===== config.mk =====
export PLATFORM = sky130hd
export DESIGN_NAME = quad_decoder
export DESIGN_NICKNAME = d
export VERILOG_FILES = /design/src/rtl/quad_decoder_pkg.sv /design/src/rtl/quad_decoder_debounce.sv /design/src/rtl/quad_decoder.sv
export SDC_FILE = /design/constraint.sdc
export NUM_CORES = 1
export LEC_CHECK = 0
export ABC_AREA = 1
export CAP_MARGIN = 5
export CORE_UTILIZATION = 40
export DETAILED_ROUTE_END_ITERATION = 10
export GPL_TIMING_DRIVEN = 0
export PLACE_DENSITY = 0.61
export SLEW_MARGIN = 30
export SYNTH_ARGS = -nofsm -noshare
export SYNTH_HDL_FRONTEND = slang
export SYNTH_SLANG_ARGS = --single-unit
export TNS_END_PERCENT = 1

===== constraint.sdc =====
create_clock -name clk -period 2.95 [get_ports clk]
set_input_delay 0.885 -clock clk [delete_from_list [all_inputs] [get_ports clk]]
set_output_delay 0.885 -clock clk [all_outputs]
set_load 0.05 [all_outputs]

===== src/rtl/quad_decoder_pkg.sv =====
// Shared constants and types for the rotary-encoder quadrature decoder.
// Gray states are encoded as {A, B}.
package quad_decoder_pkg;

    localparam logic [1:0] QS_00 = 2'b00;
    localparam logic [1:0] QS_10 = 2'b10;
    localparam logic [1:0] QS_11 = 2'b11;
    localparam logic [1:0] QS_01 = 2'b01;

    localparam logic DIR_CW  = 1'b1;
    localparam logic DIR_CCW = 1'b0;

    typedef enum logic [1:0] {
        IDLE  = 2'd0,
        SETUP = 2'd1,
        HIGH  = 2'd2,
        LOW   = 2'd3
    } seq_state_t;

    function automatic logic [1:0] gray_cw_next(input logic [1:0] s);
        case (s)
            QS_00:   gray_cw_next = QS_10;
            QS_10:   gray_cw_next = QS_11;
            QS_11:   gray_cw_next = QS_01;
            default: gray_cw_next = QS_00;
        endcase
    endfunction

    function automatic logic [1:0] gray_ccw_next(input logic [1:0] s);
        case (s)
            QS_00:   gray_ccw_next = QS_01;
            QS_01:   gray_ccw_next = QS_11;
            QS_11:   gray_ccw_next = QS_10;
            default: gray_ccw_next = QS_00;
        endcase
    endfunction

endpackage


===== src/rtl/quad_decoder_debounce.sv =====
// One encoder channel: 2-FF synchronizer followed by a stable-count debounce filter.
// The filtered value flips after DEB_CYCLES consecutive cycles of disagreement.
module quad_debounce #(
    parameter int DEB_CYCLES = 1000
) (
    input  logic clk,
    input  logic rst_n,
    input  logic raw,
    output logic filt
);
    localparam int CW = $clog2(DEB_CYCLES);

    logic          sync_1;
    logic          sync_2;
    logic [CW-1:0] cnt;

    always_ff @(posedge clk or negedge rst_n) begin
        if (!rst_n) begin
            sync_1 <= 1'b0;
            sync_2 <= 1'b0;
            filt   <= 1'b0;
            cnt    <= '0;
        end else begin
            sync_1 <= raw;
            sync_2 <= sync_1;
            if (sync_2 == filt) begin
                cnt <= '0;
            end else if (cnt == CW'(DEB_CYCLES - 1)) begin
                filt <= sync_2;
                cnt  <= '0;
            end else begin
                cnt <= cnt + 1'b1;
            end
        end
    end

endmodule


===== src/rtl/quad_decoder.sv =====
// Rotary-encoder quadrature decoder: phase tracking on the debounced A/B pair,
// one rot strobe per full detent, wrapping position count and error pulse.
//
// state | meaning
// IDLE  | waiting for a detected step; accepts it and updates dir/pos
// SETUP | dir/pos settled; rot rises on the next edge
// HIGH  | rot held high for ROT_HIGH_CYCLES
// LOW   | mandatory low cycle before the next step can be accepted
module quad_decoder
    import quad_decoder_pkg::*;
#(
    parameter int DEB_CYCLES      = 1000,
    parameter int ROT_HIGH_CYCLES = 4
) (
    input  logic       clk,
    input  logic       rst_n,
    input  logic       rot_a,
    input  logic       rot_b,
    output logic       rot,
    output logic       dir,
    output logic [7:0] pos,
    output logic       err
);
    localparam int HW = (ROT_HIGH_CYCLES > 1) ? $clog2(ROT_HIGH_CYCLES) : 1;

    logic              filt_a;
    logic              filt_b;
    logic [1:0]        ab_f;
    logic [1:0]        ab_q;
    logic signed [3:0] phase;
    logic signed [3:0] phase_nxt;
    logic              cw_move;
    logic              ccw_move;
    logic              bad_move;
    logic              step;
    logic              step_dir;
    seq_state_t        seq;
    logic [HW-1:0]     hcnt;

    quad_debounce #(.DEB_CYCLES(DEB_CYCLES)) u_deb_a (
        .clk   (clk),
        .rst_n (rst_n),
        .raw   (rot_a),
        .filt  (filt_a)
    );

    quad_debounce #(.DEB_CYCLES(DEB_CYCLES)) u_deb_b (
        .clk   (clk),
        .rst_n (rst_n),
        .raw   (rot_b),
        .filt  (filt_b)
    );

    assign ab_f = {filt_a, filt_b};

    // Accumulator saturates at +/-4 so a desynchronised phase after an
    // illegal jump cannot wrap the 4-bit signed range.
    always_comb begin
        cw_move   = (ab_f != ab_q) && (ab_f == gray_cw_next(ab_q));
        ccw_move  = (ab_f != ab_q) && (ab_f == gray_ccw_next(ab_q));
        bad_move  = (ab_f != ab_q) && !cw_move && !ccw_move;
        phase_nxt = phase;
        if (cw_move && (phase != 4'sd4))
            phase_nxt = phase + 4'sd1;
        if (ccw_move && (phase != -4'sd4))
            phase_nxt = phase - 4'sd1;
        step     = (cw_move || ccw_move) && (ab_f == QS_00) &&
                   ((phase_nxt == 4'sd4) || (phase_nxt == -4'sd4));
        step_dir = cw_move ? DIR_CW : DIR_CCW;
    end

    always_ff @(posedge clk or negedge rst_n) begin
        if (!rst_n) begin
            ab_q  <= QS_00;
            phase <= 4'sd0;
            seq   <= IDLE;
            hcnt  <= '0;
            rot   <= 1'b0;
            dir   <= DIR_CW;
            pos   <= 8'd0;
            err   <= 1'b0;
        end else begin
            ab_q <= ab_f;
            err  <= bad_move || (step && (seq != IDLE));
            if (bad_move || step)
                phase <= 4'sd0;
            else
                phase <= phase_nxt;

            case (seq)
                IDLE: begin
                    if (step) begin
                        dir <= step_dir;
                        pos <= (step_dir == DIR_CW) ? pos + 8'd1 : pos - 8'd1;
                        seq <= SETUP;
                    end
                end
                SETUP: begin
                    rot  <= 1'b1;
                    hcnt <= HW'(ROT_HIGH_CYCLES - 1);
                    seq  <= HIGH;
                end
                HIGH: begin
                    if (hcnt == '0) begin
                        rot <= 1'b0;
                        seq <= LOW;
                    end else begin
                        hcnt <= hcnt - 1'b1;
                    end
                end
                LOW: begin
                    seq <= IDLE;
                end
                default: begin
                    rot <= 1'b0;
                    seq <= IDLE;
                end
            endcase
        end
    end

endmodule


Word-level counts from Yosys, hierarchy flattened
Cells that the tools add are included.
{"block": "totals", "wordCells": 90, "regBits": 47, "in_bits": 4}
{"block": "classes", "n_reduce_logical": 27, "n_addsub": 7, "eq_ne": 20, "bitwise": 2, "mux": 18}
{"operator": "10-bit two-way mux", "n": 4}
{"operator": "10-bit by 1-bit adder with 10-bit output, second input constant", "n": 2}
{"operator": "10-bit equality test, second input constant", "n": 2}
{"operator": "4-bit two-way mux", "n": 3}
{"operator": "2-bit one-hot mux with 3 select lines", "n": 2}
{"operator": "2-bit AND reduction", "n": 6}
{"operator": "1-bit logical AND", "n": 9}
{"operator": "8-bit by 1-bit adder with 8-bit output, second input constant", "n": 1}
{"operator": "2-bit equality test, second input constant", "n": 4}
{"operator": "2-bit zero test", "n": 4}
{"operator": "8-bit two-way mux", "n": 1}
{"operator": "2-bit one-hot mux with 4 select lines", "n": 1}
{"operator": "8-bit by 1-bit subtractor with 8-bit output, second input constant", "n": 1}
{"operator": "2-bit two-way mux", "n": 3}
{"operator": "2-bit inequality test, second input constant", "n": 3}
{"operator": "4-bit by 2-bit adder with 4-bit output, second input constant", "n": 1}
{"operator": "2-bit by 1-bit equality test with 1-bit output, second input constant", "n": 2}
{"operator": "2-bit equality test", "n": 2}
{"operator": "4-bit by 3-bit equality test with 1-bit output, second input constant", "n": 1}
{"operator": "4-bit equality test, second input constant", "n": 1}
{"operator": "1-bit logical OR", "n": 4}
{"operator": "4-bit by 3-bit inequality test with 1-bit output, second input constant", "n": 1}
{"operator": "4-bit inequality test, second input constant", "n": 1}
{"operator": "2-bit one-hot mux with 2 select lines", "n": 1}
{"operator": "other kinds (9)", "n": 14}

Longest topological paths before layout
Gate-level depths: netlist (run 1).
{"block": "depth", "ltp_word": 12, "ltp_mapped": 15}

Modules after synthesis
A second synthesis (run 1) with hierarchy kept.
{"block": "unflattened", "cells_unflattened": 320, "area_unflattened_um2": 2770.2}
{"mod": "quad_decoder", "instances": 1, "seq_area_each_um2": 526.8, "area_per_inst_um2": 1481.4, "cells_each": 174}
{"mod": "quad_debounce", "instances": 2, "seq_area_each_um2": 325.3, "area_per_inst_um2": 644.4, "cells_each": 73}

Worst setup path before layout (run 1)
No wires, ideal clock.
{"block": "synth_path", "kind": "reg-to-reg", "start": "register u_deb_a.filt", "end": "register pos[7]", "setup_slack_ps": 839, "path_buffers": 1, "required_ps": 2829, "synth_period_minus_slack_ps": 2111, "arrival_time_ps": 1989, "stages_incl_launch_ff": 14, "cell_sequence": "dfrtp_1 buf_6 nand2_1 nand2_4 nor2_4 inv_1 ha_1 a21o_1 nand2_1 nand3_1 nand3_1 nand2_1 xor2_1 o21ai_2"}
{"block": "synth_via", "elab_chain_len": 9, "elab_cells_between_ends": 19, "classes_between": "eq/ne (5); mux (4); reduce/logical (10)"}
{"element": "from (decl)", "line": "quad_decoder_debounce.sv:9", "rtl": "output logic filt"}
{"element": "from (signal assigned)", "line": "quad_decoder_debounce.sv:29", "rtl": "filt <= sync_2;"}
{"element": "2-bit inequality test or 2-bit equality test (tied branches)", "line": "quad_decoder.sv:59, quad_decoder.sv:60"}
{"element": "1-bit logical AND", "line": "quad_decoder.sv:59", "rtl": "cw_move = (ab_f != ab_q) && (ab_f == gray_cw_next(ab_q));"}
{"element": "1-bit logical AND", "line": "quad_decoder.sv:63", "rtl": "if (cw_move && (phase != 4'sd4))"}
{"element": "4-bit two-way mux", "line": "quad_decoder.sv:63"}
{"element": "4-bit two-way mux", "line": "quad_decoder.sv:65", "rtl": "if (ccw_move && (phase != -4'sd4))"}
{"element": "4-bit equality test or 4-bit by 3-bit equality test with 1-bit output (tied branches)", "line": "quad_decoder.sv:68", "rtl": "((phase_nxt == 4'sd4) || (phase_nxt == -4'sd4));"}
{"element": "1-bit logical OR", "line": "quad_decoder.sv:68"}
{"element": "1-bit logical AND", "line": "quad_decoder.sv:67", "rtl": "step = (cw_move || ccw_move) && (ab_f == QS_00) &&"}
{"element": "2-bit AND reduction (no line)"}
{"element": "to (signal assigned)", "line": "quad_decoder.sv:94", "rtl": "pos <= (step_dir == DIR_CW) ? pos + 8'd1 : pos - 8'd1;"}
{"element": "to (decl)", "line": "quad_decoder.sv:21", "rtl": "output logic [7:0] pos,"}
Parallel ways exist; a longest one is shown, timed or not.
A chain may end at the register's enable or synchronous reset.

Worst setup path in the final report (run 1)
{"block": "layout_path", "start": "register dir", "end": "output port dir"}
{"element": "from (decl)", "line": "quad_decoder.sv:20", "rtl": "output logic dir,"}
{"element": "from (signal assigned)", "line": "quad_decoder.sv:93", "rtl": "dir <= step_dir;"}
No word-level cell between the ends.

==> impl_metrics.tcl, run 1 <==
set metrics [dict create \
    status "finished, final reports clean" \
    start_util_pct 41.8 \
    synth.avg_cell_area_um2 8.98 \
    seq_area_frac_synth_pct 44.2 \
    port_buffers 14 \
    p_leak_nw 1.41 \
    critPathKind "reg -> out" \
    clk_latency_ns 0.30 \
    synthesis.area_mm2 0.00267 \
    place_area_mm2 0.00290 \
    fin_crit_sh_pct 85.0 \
    ys_seq_elements 47 \
    hold_class "reg -> reg" \
    finalPower_mw 1.09 \
    postCtsHoldBufs 0 \
    hold_viol 0 \
    cts-buffers-inserted 5 \
    post-cts-setup-buffer-count 0 \
    vias 1923 \
    cts_tree "done" \
    irDropWorstVdd_mv 0.188 \
    grt_pass1_vias 1821 \
    cp_slowest_stage_delay_ns 0.79 \
    yosysTopAreaCell "dfrtp_1" \
    ant_nets 0 \
    clock-sinks 47 \
    final_area_mm2 0.00299 \
    p_seq_share_pct 60.6 \
    antenna_found_initial 0 \
    track_usage_pct 13.9 \
    fillerInstances 622 \
    tightestPinTransition_ns 0.638 \
    grt_setup_unrepaired "no" \
    boundaryPins 15 \
    cp_data_arrival_time_ns 1.62 \
    coreArea_mm2 0.00639 \
    post-route-util_pct 46.8 \
    maxCapViolCount 0 \
    cp_top_family "buffers and inverters" \
    startpoint_type "register" \
    slew_violations 0 \
    synth_top_cell_area_share_pct 43.2 \
    fp.dieW_um 83.6 \
    num_rows 29 \
    drive_gt1_share_pct 16.3 \
    crit_chain "clkdlybuf4s50_1" \
    slew_headroom_pct 57.2 \
    drcViolationCount 0 \
    path_buf_inv 1 \
    die_height_um 83.6 \
    max_freq_mhz 399 \
    cp-end-kind "output pin" \
    antenna_cells 0 \
    setup_violations 0 \
    wl_per_cell_um 11.3 \
    first_pass_iters 4 \
    gp_congestion 0.818 \
    root_buffer "clkbuf_8" \
    path_clk_slew_ns 0.09 \
    die-area_mm2 0.00700 \
    cts.htree.levels 2 \
    period_needed_ns 2.51 \
    yosys_warnings 0 \
    clockBufferDepth 2 \
    dp_slack_ns 0.575 \
    p_sw_share_pct 23.5 \
    crit_required_ns 2.07 \
    grt_pass1_wl_um 7930 \
    finalSetupTns_ns 0 \
    syn_nets 317 \
    layout_setup_ws_ns 0.441 \
    routed_wirelength_um 4480 \
    area_growth_pct 12.2 \
    intPower_mw 0.833 \
    syn_inst 297 \
    worstPathMaxFanout 2 \
    worst_hold_slack_ns 0.357 \
    p_clk_share_pct 36.4 \
    grt_overflow_total 0 \
    dp_hpwl_um 3290 \
    drt_iter0_drc 66 \
    switching_power_mw 0.256 \
    clock_skew_ns 0.0100 \
    p_comb_share_pct 3.0 \
    synth_cell_types 36 \
    final_net_count 338 \
    ys_top_cells_by_area "dfrtp_1 43%, nand2_1 8.4%, ha_1 7.0%" \
    grt_max_degree 48 \
    cts-resized-gates 0 \
    slowest_stage "clkdlybuf4s50_1" \
    layout.cells.non_filler 396 \
    place_inst 388 \
    via_per_inst 4.86 \
    power.density_mw_per_mm2 364 \
]
-- worst reg2reg max path, stage by stage, from the launching register on --
cell,delay [ns]
dfrtp_1,0.40
buf_6,0.14
nand2_2,0.08
nand2_4,0.07
nor2_4,0.17
inv_1,0.20
ha_1,0.42
a21o_1,0.22
nand2_1,0.06
nand3_1,0.11
nand3_1,0.09
nand2_1,0.06
xor2_1,0.19
o21ai_2,0.08
-- placed cells by master (no fill, tap or decap), types with 3 or more instances in the layout --
cell type / synthesis / final
clkdlybuf4s50_1: 0 / 13
o21ai_0: 5 / 5
nor2_1: 25 / 25
ha_1: 15 / 15
buf_6: 3 / 3
a31oi_1: 3 / 3
nand4_1: 6 / 6
xor2_1: 14 / 14
o21ai_2: 6 / 6
dfrtp_1: 46 / 46
nand2_1: 60 / 60
nand3_1: 12 / 12
inv_1: 30 / 30
nor3_1: 11 / 11
nand2_2: 12 / 12
a21oi_1: 12 / 12
nand2_4: 3 / 3
nand3_2: 4 / 4
clkbuf_8: 0 / 5
inv_2: 3 / 3
nor3b_1: 3 / 3
-- area by class of cell --
type | instances | area (um^2) | area share, %
well taps | 77 | 96.3 | 3.22
flip-flops and latches | 47 | 1180 | 39.4
repair buffers | 14 | 138 | 4.60
clock inverters | 3 | 22.5 | 0.753
inverters | 35 | 136 | 4.56
plain buffers | 4 | 41.3 | 1.38
clock buffers | 5 | 68.8 | 2.30
multi-input cells | 211 | 1310 | 43.8
-- Yosys cell counts (all sizes together) --
cell / number
nand2: 75
dfrtp: 46
inv: 35
nor2: 27
nand3: 17
ha: 15
xor2: 14
a21oi: 12
o21ai: 12
nor3: 11
nand4: 7
buf: 4
a31oi: 3
nor3b: 3
a21o: 2
and3: 2
mux2: 2
o211ai: 2
xnor2: 2
a21boi: 1
dfstp: 1
fa: 1
nor4: 1
o31ai: 1
or2: 1
-- power groups by stage --
stage	Sequential (mW)	Clock, mW	Combinational, mW
after floorplan	0.671	0	0.0144
after global placement	0.672	0	0.0340
after detailed placement	0.672	0	0.0342
after CTS	0.660	0.419	0.0342
after global routing	0.661	0.447	0.0386
final	0.660	0.396	0.0326
-- registers in the layout, indices dropped and copies added (netlist names), 2 cells and up --
register and cells:
hcnt 2, pos 8, ab_q 2, seq 2, phase 4, u_deb_a.cnt 10, u_deb_b.cnt 10
-- logic make-up (layout without fill, tap and decap cells) --
logic type,count (synthesis),in the layout,synth area share (%)
and+or+nand+nor,144,144,27.4
adders and majority gates,16,16,7.79
muxes,2,2,0.845
xor gates and xnor gates,16,16,5.26
buffers and inverters,39,61,6.66
AOI/OAI and AO/OA,33,33,7.93
DFF,47,47,44.2
-- final timing paths --
check,cells after the start,start,end,slack (ns)
worst min-delay path,0,u_deb_a.sync_1,u_deb_a.sync_2,0.36
worst max register to register,13,u_deb_b.filt,pos[7],0.55
min in group asynchronous,1,rst_n,u_deb_b.cnt[2],0.57
worst min register to register,0,u_deb_a.sync_1,u_deb_a.sync_2,0.36
worst max-delay path,1,dir,dir,0.44
max in group asynchronous,1,rst_n,u_deb_a.cnt[1],1.96
-- metal layers --
metal	vias to the layer above	track usage (%)	routed length, um
met2	20	22.2	2080
met3	4	2.97	119
li1	1006	-	-
met5	-	0	0
met1	893	18.7	2230
met4	0	4.62	55
No activity file was read; power rests on OpenSTA's default activity.
==> run 2: changes to the inputs <==
Settings changed: SYNTH_HIERARCHICAL set to 1.
==> impl_metrics.tcl, run 2 <==
set metrics [dict create \
    status "finished, final reports clean" \
    synth_top_cell_area_share_pct 41.6 \
    cp_top_family "buffers and inverters" \
    fillerInstances 644 \
    irDropWorstVdd_mv 0.214 \
    syn_nets 340 \
    reg2reg_slack_ns 0.62 \
    first_pass_iters 4 \
    clock_skew_ns 0.00916 \
    ff_latch_area_mm2 0.00118 \
    hold_depth 0 \
    track_usage_pct 15.0 \
    grt_setup_unrepaired "no" \
    synth_flop_cell "dfrtp_1" \
    maxCapViolCount 0 \
    path_clk_slew_ns 0.09 \
    p_comb_share_pct 3.4 \
    period_needed_ns 2.51 \
    drive_gt1_share_pct 19.3 \
    grt_max_degree 48 \
    multiInputGateArea_mm2 0.00141 \
    grt_pass1_vias 1966 \
    cts_tree "done" \
    post-route-util_pct 47.3 \
    port_buffers 14 \
    synth_async_sr_flop_share_pct 100 \
    cp-end-kind "output pin" \
    drt_iter0_drc 37 \
    p_clk_share_pct 36.2 \
    worstReg2RegEnd "pos[7]" \
    dp_hpwl_um 3500 \
    coreArea_mm2 0.00653 \
    grt_overflow_total 0 \
    crit_required_ns 2.07 \
    ys_top_cells_by_area "dfrtp_1 42%, nand2_1 8.4%, ha_1 6.8%" \
    setup_violations 0 \
    seq_area_frac_synth_pct 42.5 \
    cp_slowest_stage_delay_ns 0.80 \
    ys_seq_elements 47 \
    synth.avg_cell_area_um2 8.66 \
    gp_congestion 0.838 \
    synthesis.area_mm2 0.00277 \
    tightestPinTransition_ns 0.599 \
    p_seq_share_pct 60.4 \
    start_util_pct 42.4 \
    synth-simple-area-share_pct 30.3 \
    synth_fa_ha_area_share_pct 7.50 \
    startpoint_type "register" \
    yosysTopAreaCell "dfrtp_1" \
    via_per_inst 4.80 \
    vias 2011 \
    whs_endpoint "u_deb_b/sync_2" \
    hold_viol 0 \
    max_freq_mhz 398 \
    p_sw_share_pct 23.8 \
    worst_hold_startpoint "u_deb_b/sync_1" \
    boundaryPins 15 \
    worstPathMaxFanout 2 \
    antenna_found_initial 0 \
    die-area_mm2 0.00726 \
    intPower_mw 0.832 \
    synth_common_cells "62 x nand2_1, 46 x dfrtp_1, 37 x inv_1, 32 x nor2_1, 25 x nand3_1" \
    power.density_mw_per_mm2 354 \
    crit_chain "clkdlybuf4s50_1" \
    synth-compound-area-share_pct 7.59 \
    drcViolationCount 0 \
    syn_inst 320 \
    postCtsHoldBufs 0 \
    antenna_cells 0 \
    cts-resized-gates 0 \
    hold_class "reg -> reg" \
    synth_edf_count 0 \
    root_buffer "clkbuf_8" \
    grt_pass1_wl_um 8780 \
    path_buf_inv 1 \
    clockBufferDepth 2 \
    mostFrequentLayoutCell "nand2_1" \
    routed_wirelength_um 4770 \
    fin_crit_sh_pct 85.2 \
    reg_top3 "u_deb_a/cnt: 10 flops, u_deb_b/cnt: 10 flops, pos: 8 flops" \
    layout_common_cells "62 x nand2_1, 46 x dfrtp_1, 37 x inv_1" \
    p_leak_nw 1.49 \
    ant_nets 0 \
    yosys_warnings 6 \
    area_growth_pct 11.6 \
    clock-sinks 47 \
    slew_headroom_pct 60.1 \
    wl_per_cell_um 11.4 \
    finalPower_mw 1.09 \
    slew_violations 0 \
    cts.htree.levels 2 \
    fp.dieW_um 85.2 \
    cts-buffers-inserted 5 \
    synth_top_family_by_area "simple AND/OR/NAND/NOR gates" \
    post-cts-setup-buffer-count 0 \
    rr_worst_depth 11 \
    clk_latency_ns 0.30 \
    reg2reg_from "u_deb_a/filt" \
    yosysMostFrequentCell "nand2_1" \
    critPathKind "reg -> out" \
    synth_xor_area_share_pct 5.60 \
    switching_power_mw 0.261 \
    muxShareOfSynthArea_pct 0 \
    die_height_um 85.2 \
    num_rows 29 \
    final_net_count 361 \
    slowest_stage "clkdlybuf4s50_1" \
    cp_data_arrival_time_ns 1.63 \
    synth_cell_types 32 \
]
run 2: worst max-delay path by stage:
stage	depth (start not counted)	startpoint	endpoint	slack, ns
3_5_place_dp	11	u_deb_a/filt	pos[7]	0.64
5_1_grt	11	u_deb_a/filt	pos[7]	0.34
6_report	1	dir	dir	0.44
3_3_place_gp	1	rst_n	phase[2]	-0.44
4_1_cts	1	dir	dir	0.41
2_1_floorplan	11	u_deb_a/filt	pos[7]	0.93
run 2: layout make-up:
class	count	share of cell area (%)
Inverter	45	5.46
Clock inverter	3	0.607
Sequential cell	47	38.1
Clock buffer	5	2.23
Multi-Input combinational cell	227	45.7
Timing Repair Buffer	14	4.45
Buffer	1	0.364
Tap cell	77	3.12
run 2: power groups by stage:
stage	registers [mW]	logic (mW)	clock network [mW]
after floorplan	0.672	0.0187	0
after global placement	0.673	0.0390	0
after detailed placement	0.673	0.0397	0
after CTS	0.661	0.0397	0.422
after global routing	0.662	0.0458	0.446
final	0.660	0.0374	0.395
run 2: logic make-up (layout without fill, tap and decap cells):
family | count (synthesis) | in the layout
buffers and inverters | 46 | 68
and+or+nand+nor | 162 | 162
DFF | 47 | 47
AOI/OAI and AO/OA | 33 | 33
adders and majority gates | 16 | 16
xor gates and xnor gates | 16 | 16
run 2: per-stage QoR:
step / cells / hold WS [ns] / area [um^2] / TNS [ns] / setup slack [ns]
detailed placement: 411 / 0.336 / 3000 / 0 / 0.641
global route: 419 / 0.367 / 3090 / 0 / 0.345
floorplan: 320 / 0.331 / 2770 / 0 / 0.929
CTS: 419 / 0.358 / 3090 / 0 / 0.407
global placement: 411 / 0.335 / 3010 / -19.99 / -0.436
finish: 419 / 0.356 / 3090 / 0 / 0.436
run 2: per-layer routing:
metal	GRT usage (%)	wire, um	vias up	share of wire, %
li1	-	-	1066	-
met5	0	0	-	0
met2	24.3	2150	13	45
met3	2.82	76	2	1.6
met1	20.3	2500	930	52
met4	5.08	43	0	0.90
==> run 3: changes to the inputs <==
Settings changed: SYNTH_HIERARCHICAL 1 to unset.
==> results of run 3 <==
Same layout as run 1: the final DEF is identical, and so are final timing and power.
